--- config.mk ---
export PLATFORM = sky130hd
export DESIGN_NAME = qm_out_serializer_flat
export DESIGN_NICKNAME = d
export VERILOG_FILES = /design/src/rtl/qm_fir_pkg.sv /design/src/rtl/qm_out_serializer_if.sv /design/src/rtl/qm_frame_fifo.sv /design/src/rtl/qm_out_serializer.sv /design/src/flat_wrapper.sv
export SDC_FILE = /design/constraint.sdc
export NUM_CORES = 1
export LEC_CHECK = 0
export CAP_MARGIN = 10
export CORE_MARGIN = 2
export CORE_UTILIZATION = 35
export DETAILED_ROUTE_END_ITERATION = 7
export REMOVE_ABC_BUFFERS = 1
export SLEW_MARGIN = 20
export SYNTH_ARGS = -nofsm -noshare
export SYNTH_HDL_FRONTEND = slang
export SYNTH_SLANG_ARGS = --single-unit
--- constraint.sdc ---
create_clock -name CLK -period 8 [get_ports CLK]
set_clock_uncertainty 0.1 [all_clocks]
set_input_delay 1.2 -clock CLK [delete_from_list [all_inputs] [get_ports CLK]]
set_output_delay 1.2 -clock CLK [all_outputs]
set_load 0.03 [all_outputs]
--- src/rtl/qm_fir_pkg.sv ---
// Shared constants for the quadrature-modulation filter bank output path:
// default sample width, per-frame word indices and the read FSM state type.
package qm_fir_pkg;

    localparam int OWIDTH_DEFAULT = 16;
    localparam int QM_FRAME_WORDS = 6;

    localparam logic [2:0] QM_CH_R1 = 3'd0;
    localparam logic [2:0] QM_CH_I1 = 3'd1;
    localparam logic [2:0] QM_CH_R2 = 3'd2;
    localparam logic [2:0] QM_CH_I2 = 3'd3;
    localparam logic [2:0] QM_CH_R3 = 3'd4;
    localparam logic [2:0] QM_CH_I3 = 3'd5;

    typedef enum logic {
        ST_IDLE = 1'b0,
        ST_SEND = 1'b1
    } qm_rd_state_e;

    // Word index advance, wrapping after the last word of a frame.
    function automatic logic [2:0] qm_idx_inc(input logic [2:0] idx);
        return (idx == QM_CH_I3) ? QM_CH_R1 : idx + 3'd1;
    endfunction

endpackage

--- src/rtl/qm_out_serializer_if.sv ---
// Frame capture / word stream bundle of qm_out_serializer.
// DropCount/DropClr exist only when QMSER_DROP_COUNT_EN is defined.
interface qm_out_serializer_if
    import qm_fir_pkg::*;
#(
    parameter int OWIDTH = OWIDTH_DEFAULT,
    parameter int DEPTH  = 4
);
    localparam int CW = $clog2(DEPTH) + 1;

    logic                     DataValid;
    logic signed [OWIDTH-1:0] RealIn1;
    logic signed [OWIDTH-1:0] RealIn2;
    logic signed [OWIDTH-1:0] RealIn3;
    logic signed [OWIDTH-1:0] ImagIn1;
    logic signed [OWIDTH-1:0] ImagIn2;
    logic signed [OWIDTH-1:0] ImagIn3;
    logic                     OutReady;
    logic                     OutValid;
    logic        [OWIDTH-1:0] OutData;
    logic        [2:0]        OutChan;
    logic                     OutLast;
    logic                     DropPulse;
    logic        [CW-1:0]     FrameCnt;
`ifdef QMSER_DROP_COUNT_EN
    logic                     DropClr;
    logic        [15:0]       DropCount;
`endif

    modport slave (
`ifdef QMSER_DROP_COUNT_EN
        input  DropClr,
        output DropCount,
`endif
        input  DataValid, RealIn1, RealIn2, RealIn3,
        input  ImagIn1, ImagIn2, ImagIn3, OutReady,
        output OutValid, OutData, OutChan, OutLast, DropPulse, FrameCnt
    );

    modport master (
`ifdef QMSER_DROP_COUNT_EN
        output DropClr,
        input  DropCount,
`endif
        output DataValid, RealIn1, RealIn2, RealIn3,
        output ImagIn1, ImagIn2, ImagIn3, OutReady,
        input  OutValid, OutData, OutChan, OutLast, DropPulse, FrameCnt
    );

endinterface

--- src/rtl/qm_frame_fifo.sv ---
// Frame FIFO: DEPTH slots of six packed words (word 0 = R1 in the LSBs).
// Exposes the head frame and its successor combinationally.
module qm_frame_fifo
    import qm_fir_pkg::*;
#(
    parameter  int OWIDTH = OWIDTH_DEFAULT,
    parameter  int DEPTH  = 4,
    localparam int FW     = QM_FRAME_WORDS * OWIDTH,
    localparam int AW     = $clog2(DEPTH),
    localparam int CW     = AW + 1
) (
    input  logic          clk,
    input  logic          rst,
    input  logic          push,
    input  logic          pop,
    input  logic [FW-1:0] din,
    output logic [FW-1:0] head,
    output logic [FW-1:0] head_succ,
    output logic [CW-1:0] count
);

    logic [FW-1:0] mem [DEPTH];
    logic [AW-1:0] wr_ptr;
    logic [AW-1:0] rd_ptr;

    // Pointers wrap naturally because DEPTH is a power of two.
    always_ff @(posedge clk) begin
        if (rst) begin
            wr_ptr <= '0;
            rd_ptr <= '0;
            count  <= '0;
        end else begin
            if (push) wr_ptr <= wr_ptr + AW'(1);
            if (pop)  rd_ptr <= rd_ptr + AW'(1);
            count <= count + CW'(push) - CW'(pop);
        end
    end

    // When full, a simultaneous push lands in the slot being popped.
    always_ff @(posedge clk) begin
        if (push) mem[wr_ptr] <= din;
    end

    assign head      = mem[rd_ptr];
    assign head_succ = mem[rd_ptr + AW'(1)];

endmodule

--- src/rtl/qm_out_serializer.sv ---
// Captures six-channel filter-bank frames into a frame FIFO and streams them
// out word by word (R1,I1,R2,I2,R3,I3). Optional drop counter: QMSER_DROP_COUNT_EN.
//
//   state   | meaning
//   --------+---------------------------------------------------
//   ST_IDLE | no frame held, OutValid low
//   ST_SEND | head frame word idx presented, advance on transfer
module qm_out_serializer
    import qm_fir_pkg::*;
#(
    parameter int OWIDTH = OWIDTH_DEFAULT,
    parameter int DEPTH  = 4
) (
    input  logic                CLK,
    input  logic                ARST,
    qm_out_serializer_if.slave  bus
);

    localparam int FW = QM_FRAME_WORDS * OWIDTH;
    localparam int CW = $clog2(DEPTH) + 1;

    qm_rd_state_e state;
    qm_rd_state_e state_next;
    logic [2:0]   idx;
    logic [2:0]   idx_next;

    logic          transfer;
    logic          pop;
    logic          push;
    logic          drop;
    logic [CW-1:0] cnt;
    logic [CW-1:0] cnt_next;
    logic [FW-1:0] din;
    logic [FW-1:0] head;
    logic [FW-1:0] head_succ;
    logic [FW-1:0] frame_next;
    logic [OWIDTH-1:0] word_next;

    logic              out_valid;
    logic [OWIDTH-1:0] out_data;
    logic [2:0]        out_chan;
    logic              out_last;
    logic              drop_pulse;

    assign din = {bus.ImagIn3, bus.RealIn3, bus.ImagIn2,
                  bus.RealIn2, bus.ImagIn1, bus.RealIn1};

    qm_frame_fifo #(
        .OWIDTH (OWIDTH),
        .DEPTH  (DEPTH)
    ) u_fifo (
        .clk       (CLK),
        .rst       (ARST),
        .push      (push),
        .pop       (pop),
        .din       (din),
        .head      (head),
        .head_succ (head_succ),
        .count     (cnt)
    );

    always_ff @(posedge CLK) begin
        if (ARST) begin
            state <= ST_IDLE;
            idx   <= QM_CH_R1;
        end else begin
            state <= state_next;
            idx   <= idx_next;
        end
    end

    // Outputs are registered from the post-edge view, so a frame written into
    // an empty FIFO is presented on the very next cycle.
    always_comb begin
        transfer   = (state == ST_SEND) && bus.OutReady;
        pop        = transfer && (idx == QM_CH_I3);
        push       = bus.DataValid && ((cnt < CW'(DEPTH)) || pop);
        drop       = bus.DataValid && !push;
        cnt_next   = cnt + CW'(push) - CW'(pop);
        idx_next   = transfer ? qm_idx_inc(idx) : idx;
        state_next = (cnt_next != '0) ? ST_SEND : ST_IDLE;

        if ((cnt - CW'(pop)) == '0) frame_next = din;
        else if (pop)               frame_next = head_succ;
        else                        frame_next = head;

        word_next = '0;
        for (int w = 0; w < QM_FRAME_WORDS; w++) begin
            if (idx_next == 3'(w)) word_next = frame_next[w*OWIDTH +: OWIDTH];
        end
    end

    always_ff @(posedge CLK) begin
        if (ARST) begin
            out_valid  <= 1'b0;
            out_data   <= '0;
            out_chan   <= QM_CH_R1;
            out_last   <= 1'b0;
            drop_pulse <= 1'b0;
        end else begin
            out_valid  <= (state_next == ST_SEND);
            out_data   <= (state_next == ST_SEND) ? word_next : '0;
            out_chan   <= (state_next == ST_SEND) ? idx_next : QM_CH_R1;
            out_last   <= (state_next == ST_SEND) && (idx_next == QM_CH_I3);
            drop_pulse <= drop;
        end
    end

    assign bus.OutValid  = out_valid;
    assign bus.OutData   = out_data;
    assign bus.OutChan   = out_chan;
    assign bus.OutLast   = out_last;
    assign bus.DropPulse = drop_pulse;
    assign bus.FrameCnt  = cnt;

`ifdef QMSER_DROP_COUNT_EN
    logic [15:0] drop_count;

    // Clear has priority over a coincident drop; the count saturates.
    always_ff @(posedge CLK) begin
        if (ARST)                                  drop_count <= '0;
        else if (bus.DropClr)                      drop_count <= '0;
        else if (drop && (drop_count != 16'hFFFF)) drop_count <= drop_count + 16'd1;
    end

    assign bus.DropCount = drop_count;
`endif

endmodule

--- src/flat_wrapper.sv ---
// flat-port wrapper written by rule: the top's interface ports become plain ports
module qm_out_serializer_flat import qm_fir_pkg::*;
#(
    parameter int OWIDTH = OWIDTH_DEFAULT,
    parameter int DEPTH  = 4
)
  (CLK, ARST, bus_DataValid, bus_RealIn1, bus_RealIn2, bus_RealIn3, bus_ImagIn1, bus_ImagIn2, bus_ImagIn3, bus_OutReady, bus_OutValid, bus_OutData, bus_OutChan, bus_OutLast, bus_DropPulse, bus_FrameCnt);
  qm_out_serializer_if #(.OWIDTH(OWIDTH), .DEPTH(DEPTH)) bus_i ();
  input  logic CLK;
  input  logic ARST;
  input wire logic [$bits(bus_i.DataValid)-1:0] bus_DataValid;
  input wire logic [$bits(bus_i.RealIn1)-1:0] bus_RealIn1;
  input wire logic [$bits(bus_i.RealIn2)-1:0] bus_RealIn2;
  input wire logic [$bits(bus_i.RealIn3)-1:0] bus_RealIn3;
  input wire logic [$bits(bus_i.ImagIn1)-1:0] bus_ImagIn1;
  input wire logic [$bits(bus_i.ImagIn2)-1:0] bus_ImagIn2;
  input wire logic [$bits(bus_i.ImagIn3)-1:0] bus_ImagIn3;
  input wire logic [$bits(bus_i.OutReady)-1:0] bus_OutReady;
  output wire logic [$bits(bus_i.OutValid)-1:0] bus_OutValid;
  output wire logic [$bits(bus_i.OutData)-1:0] bus_OutData;
  output wire logic [$bits(bus_i.OutChan)-1:0] bus_OutChan;
  output wire logic [$bits(bus_i.OutLast)-1:0] bus_OutLast;
  output wire logic [$bits(bus_i.DropPulse)-1:0] bus_DropPulse;
  output wire logic [$bits(bus_i.FrameCnt)-1:0] bus_FrameCnt;
  assign bus_i.DataValid = bus_DataValid;
  assign bus_i.RealIn1 = bus_RealIn1;
  assign bus_i.RealIn2 = bus_RealIn2;
  assign bus_i.RealIn3 = bus_RealIn3;
  assign bus_i.ImagIn1 = bus_ImagIn1;
  assign bus_i.ImagIn2 = bus_ImagIn2;
  assign bus_i.ImagIn3 = bus_ImagIn3;
  assign bus_i.OutReady = bus_OutReady;
  assign bus_OutValid = bus_i.OutValid;
  assign bus_OutData = bus_i.OutData;
  assign bus_OutChan = bus_i.OutChan;
  assign bus_OutLast = bus_i.OutLast;
  assign bus_DropPulse = bus_i.DropPulse;
  assign bus_FrameCnt = bus_i.FrameCnt;
  qm_out_serializer #(.OWIDTH(OWIDTH), .DEPTH(DEPTH)) u_core (.CLK(CLK), .ARST(ARST), .bus(bus_i));
endmodule
==> flow_metrics.env <==
export IMPL_post_route_min_period_ns=5.370
export IMPL_cts_hold_buf=0
export IMPL_core_mm2=0.05017
export IMPL_place_hpwl_um=28020
export IMPL_port_buffer_count=124
export IMPL_final_layout_size_suffix_gt1_frac=0.2020
export IMPL_die_width_um=229.6
export IMPL_globalRouteOverflowTotal=0
export IMPL_maximum_number_of_pins_on_one_net_before_global_route_repair=55
export IMPL_drtPass1Iterations=5
export IMPL_filler_cell_count=4461
export IMPL_core_rowCount=82
export IMPL_signed_area_change_from_the_synthesized_netlist_to_the_final_layout_pct=17.78
export IMPL_inserted_clock_buffers=41
export IMPL_die_area_mm2=0.05274
export IMPL_worst_setup_path_startpoint="bus_OutReady"
export IMPL_status="finished clean"
export IMPL_number_of_distinct_library_cell_variants_in_the_gate_level_netlist_after_synthesis=72
export IMPL_reg2reg_depth=14
export IMPL_power_per_cell_area_mw_per_mm2=295.1
export IMPL_htree_num_levels=2
export IMPL_global_route_wire_length_before_repair_um=67590
export IMPL_final_common_cell="edfxtp_1"
export IMPL_max_cap_violations=0
export IMPL_initial_util=0.3552
export IMPL_place_gp_congestion=0.7707
export IMPL_rr_endpoint="u_core.bus.OutData[13]"
export IMPL_die_h_um=229.6
export IMPL_max_slew_margin_rel=0.3053
export IMPL_most_used_dff_post_synth="edfxtp_1"
export IMPL_timing_setup_tns_ns=0
export IMPL_report_final_setup_viol=0
export IMPL_post_cts_resize_count=0
export IMPL_crit_path_end_kind="flop"
export IMPL_grt_setup_unrepaired="false"
export IMPL_crit_reg2reg_launch="u_core.idx[2]"
export IMPL_timing_final_crit_share=0.6713
export IMPL_top_level_i_o_count=125
export IMPL_peakVddDrop_v=0.0001212
export IMPL_ctsRootBufferMaster="clkbuf_16"
export IMPL_post_cts_setup_buffer_count=0
export IMPL_critical_path_peak_fanout=26
export IMPL_antenna_found_initial=0
export IMPL_routed_wl_per_cell_um=24.47
export IMPL_drt_initial_drc_count=1097
export IMPL_ys_seq_area_frac=0.6852
export IMPL_final_cell_mix="edfxtp_1, clkdlybuf4s50_1, mux4_2, o21ai_0, a21oi_1"
export IMPL_tightest_hold_check_type="reg -> reg"
export IMPL_drc=0
export IMPL_max_transition_viols_final=0
export IMPL_crit_path_end="u_core.bus.OutData[13]"
export IMPL_cp_arrival_ns=5.76
export IMPL_max_clock_path_buffers=3
export IMPL_route_vias_total=10070
export IMPL_path_clk_slew_ns=0.06
export IMPL_netlist_instances=1025
export IMPL_synth_avg_cell_area_um2=17.39
export IMPL_via_count_of_the_first_global_routing_pass=10490
export IMPL_final_hold_viol_count=0
export IMPL_grtUsageTotal=0.1711
export IMPL_worst_r2r_setup_slack_ns=3.09
export IMPL_final_core_occ=0.4184
export IMPL_crit_required_ns=8.39
export IMPL_fmax_ghz=0.1862
export IMPL_ant_nets=0
export IMPL_async_flop_share=0
export IMPL_instance_count_after_placement_with_tap_cells_included=1774
export IMPL_synth_area_mm2=0.01782
export IMPL_instances_no_fill=1851
export IMPL_clk_insertion_delay_late_ns=0.54
export IMPL_postSynthRegisterBits=418
export IMPL_finish_net_count=1252
export IMPL_vias_per_cell=5.440
export IMPL_yosys_warnings=0
export IMPL_leakage_nw=6.548
export IMPL_tritoncts_num_sinks=418
export IMPL_whs_ns=0.4907
export IMPL_transition_time_at_the_pin_with_the_least_slew_margin_ns=1.042
export IMPL_critPathLaunchType="input port"
export IMPL_worstSetupPathType="in -> reg"
export IMPL_tritoncts="built"
export IMPL_sequential_cell_area_mm2=0.01222
export IMPL_footprint_of_the_multi_input_gates_mm2=0.005126
export IMPL_synth_edff_count=384
export IMPL_wirelength_um=45300
cell type report:
class	instances	area share
Clock buffer	67	0.05842
Timing Repair Buffer	153	0.06951
Multi-Input combinational cell	520	0.2442
Tap cell	672	0.04006
Sequential cell	418	0.5822
Clock inverter	9	0.003517
Inverter	11	0.001967
Antenna cell	1	0.0001192
cells by family (layout without fill, tap and decap cells):
logic type                 Yosys count  count (layout)  share of synthesized area
AOI/OAI and AO/OA                  201             201                    0.07267
xor gates and xnor gates             7               7                   0.003440
DFF                                418             418                     0.6852
and+or+nand+nor                    164             164                    0.04550
buffers and inverters               87             240                    0.02843
adders and majority gates            7               7                   0.005336
muxes                              141             141                     0.1594
other                                0               1                          0
synthesized netlist by cell type, drive strengths merged (15+ instances only):
| cell | instances | area, um^2 |
|---|---|---|
| a31oi | 15 | 108.9 |
| clkbuf | 23 | 86.33 |
| nand3 | 43 | 230.2 |
| buf | 53 | 379.1 |
| mux2i | 16 | 160.2 |
| edfxtp | 384 | 11530 |
| o21ai | 69 | 356.6 |
| mux4 | 113 | 2545 |
| dfxtp | 34 | 680.7 |
| nand2 | 38 | 145.1 |
| a21oi | 49 | 249.0 |
| nor2 | 43 | 163.9 |
report_power, final:
group          total (mW)  switching (mW)  internal (mW)
clock network        1.88           0.800           1.08
logic                1.50           0.949          0.549
registers            2.81           0.106           2.71
worst min path at each step:
stage          cells after the start               startpoint                       to
6_report                           2  u_core.u_fifo.wr_ptr[0]  u_core.u_fifo.wr_ptr[0]
5_1_grt                            2  u_core.u_fifo.wr_ptr[0]  u_core.u_fifo.wr_ptr[0]
4_1_cts                            2  u_core.u_fifo.wr_ptr[0]  u_core.u_fifo.wr_ptr[0]
3_5_place_dp                       2  u_core.u_fifo.wr_ptr[0]  u_core.u_fifo.wr_ptr[0]
3_3_place_gp                       2  u_core.u_fifo.wr_ptr[0]  u_core.u_fifo.wr_ptr[0]
2_1_floorplan                      2  u_core.u_fifo.wr_ptr[0]  u_core.u_fifo.wr_ptr[0]
registers in the layout (all words and copies together), names as in the netlist, named ones only:
register,count
u_core.bus.OutChan,3
u_core.u_fifo.wr_ptr,2
u_core.bus.OutData,16
u_core.u_fifo.rd_ptr,2
u_core.state,1
u_core.bus.OutLast,1
u_core.idx,3
u_core.u_fifo.mem,384
u_core.bus.DropPulse,1
u_core.u_fifo.count,3
worst max-delay path: stages:
cell,delay (ns)
clkdlybuf4s50_1,0.60
and3_1,0.43
nand2_1,0.32
buf_4,0.32
inv_2,0.35
ha_1,0.18
inv_1,0.04
ha_1,0.19
fa_1,0.41
xnor2_1,0.20
xnor2_1,0.11
a21o_1,0.38
buf_4,0.29
a2111oi_0,0.52
a22o_1,0.20
through the flow:
step | power, mW | instance area (um^2) | worst slack [ns]
after floorplan | 3.715 | 17360 | 2.491
after global placement | 4.344 | 19690 | 2.349
after detailed placement | 4.374 | 19690 | 2.144
after CTS | 6.260 | 20990 | 2.716
after global routing | 6.462 | 20990 | 2.402
final | 6.194 | 20990 | 2.630
layer usage:
layer / share of wire / track usage / routed length, um
met1: 0.44 / 0.2415 / 19950
met2: 0.48 / 0.2763 / 21830
met3: 0.060 / 0.02789 / 2728
met4: 0.017 / 0.04261 / 789
met5: 0 / 0 / 0
Power figures use the tool's default switching activity.
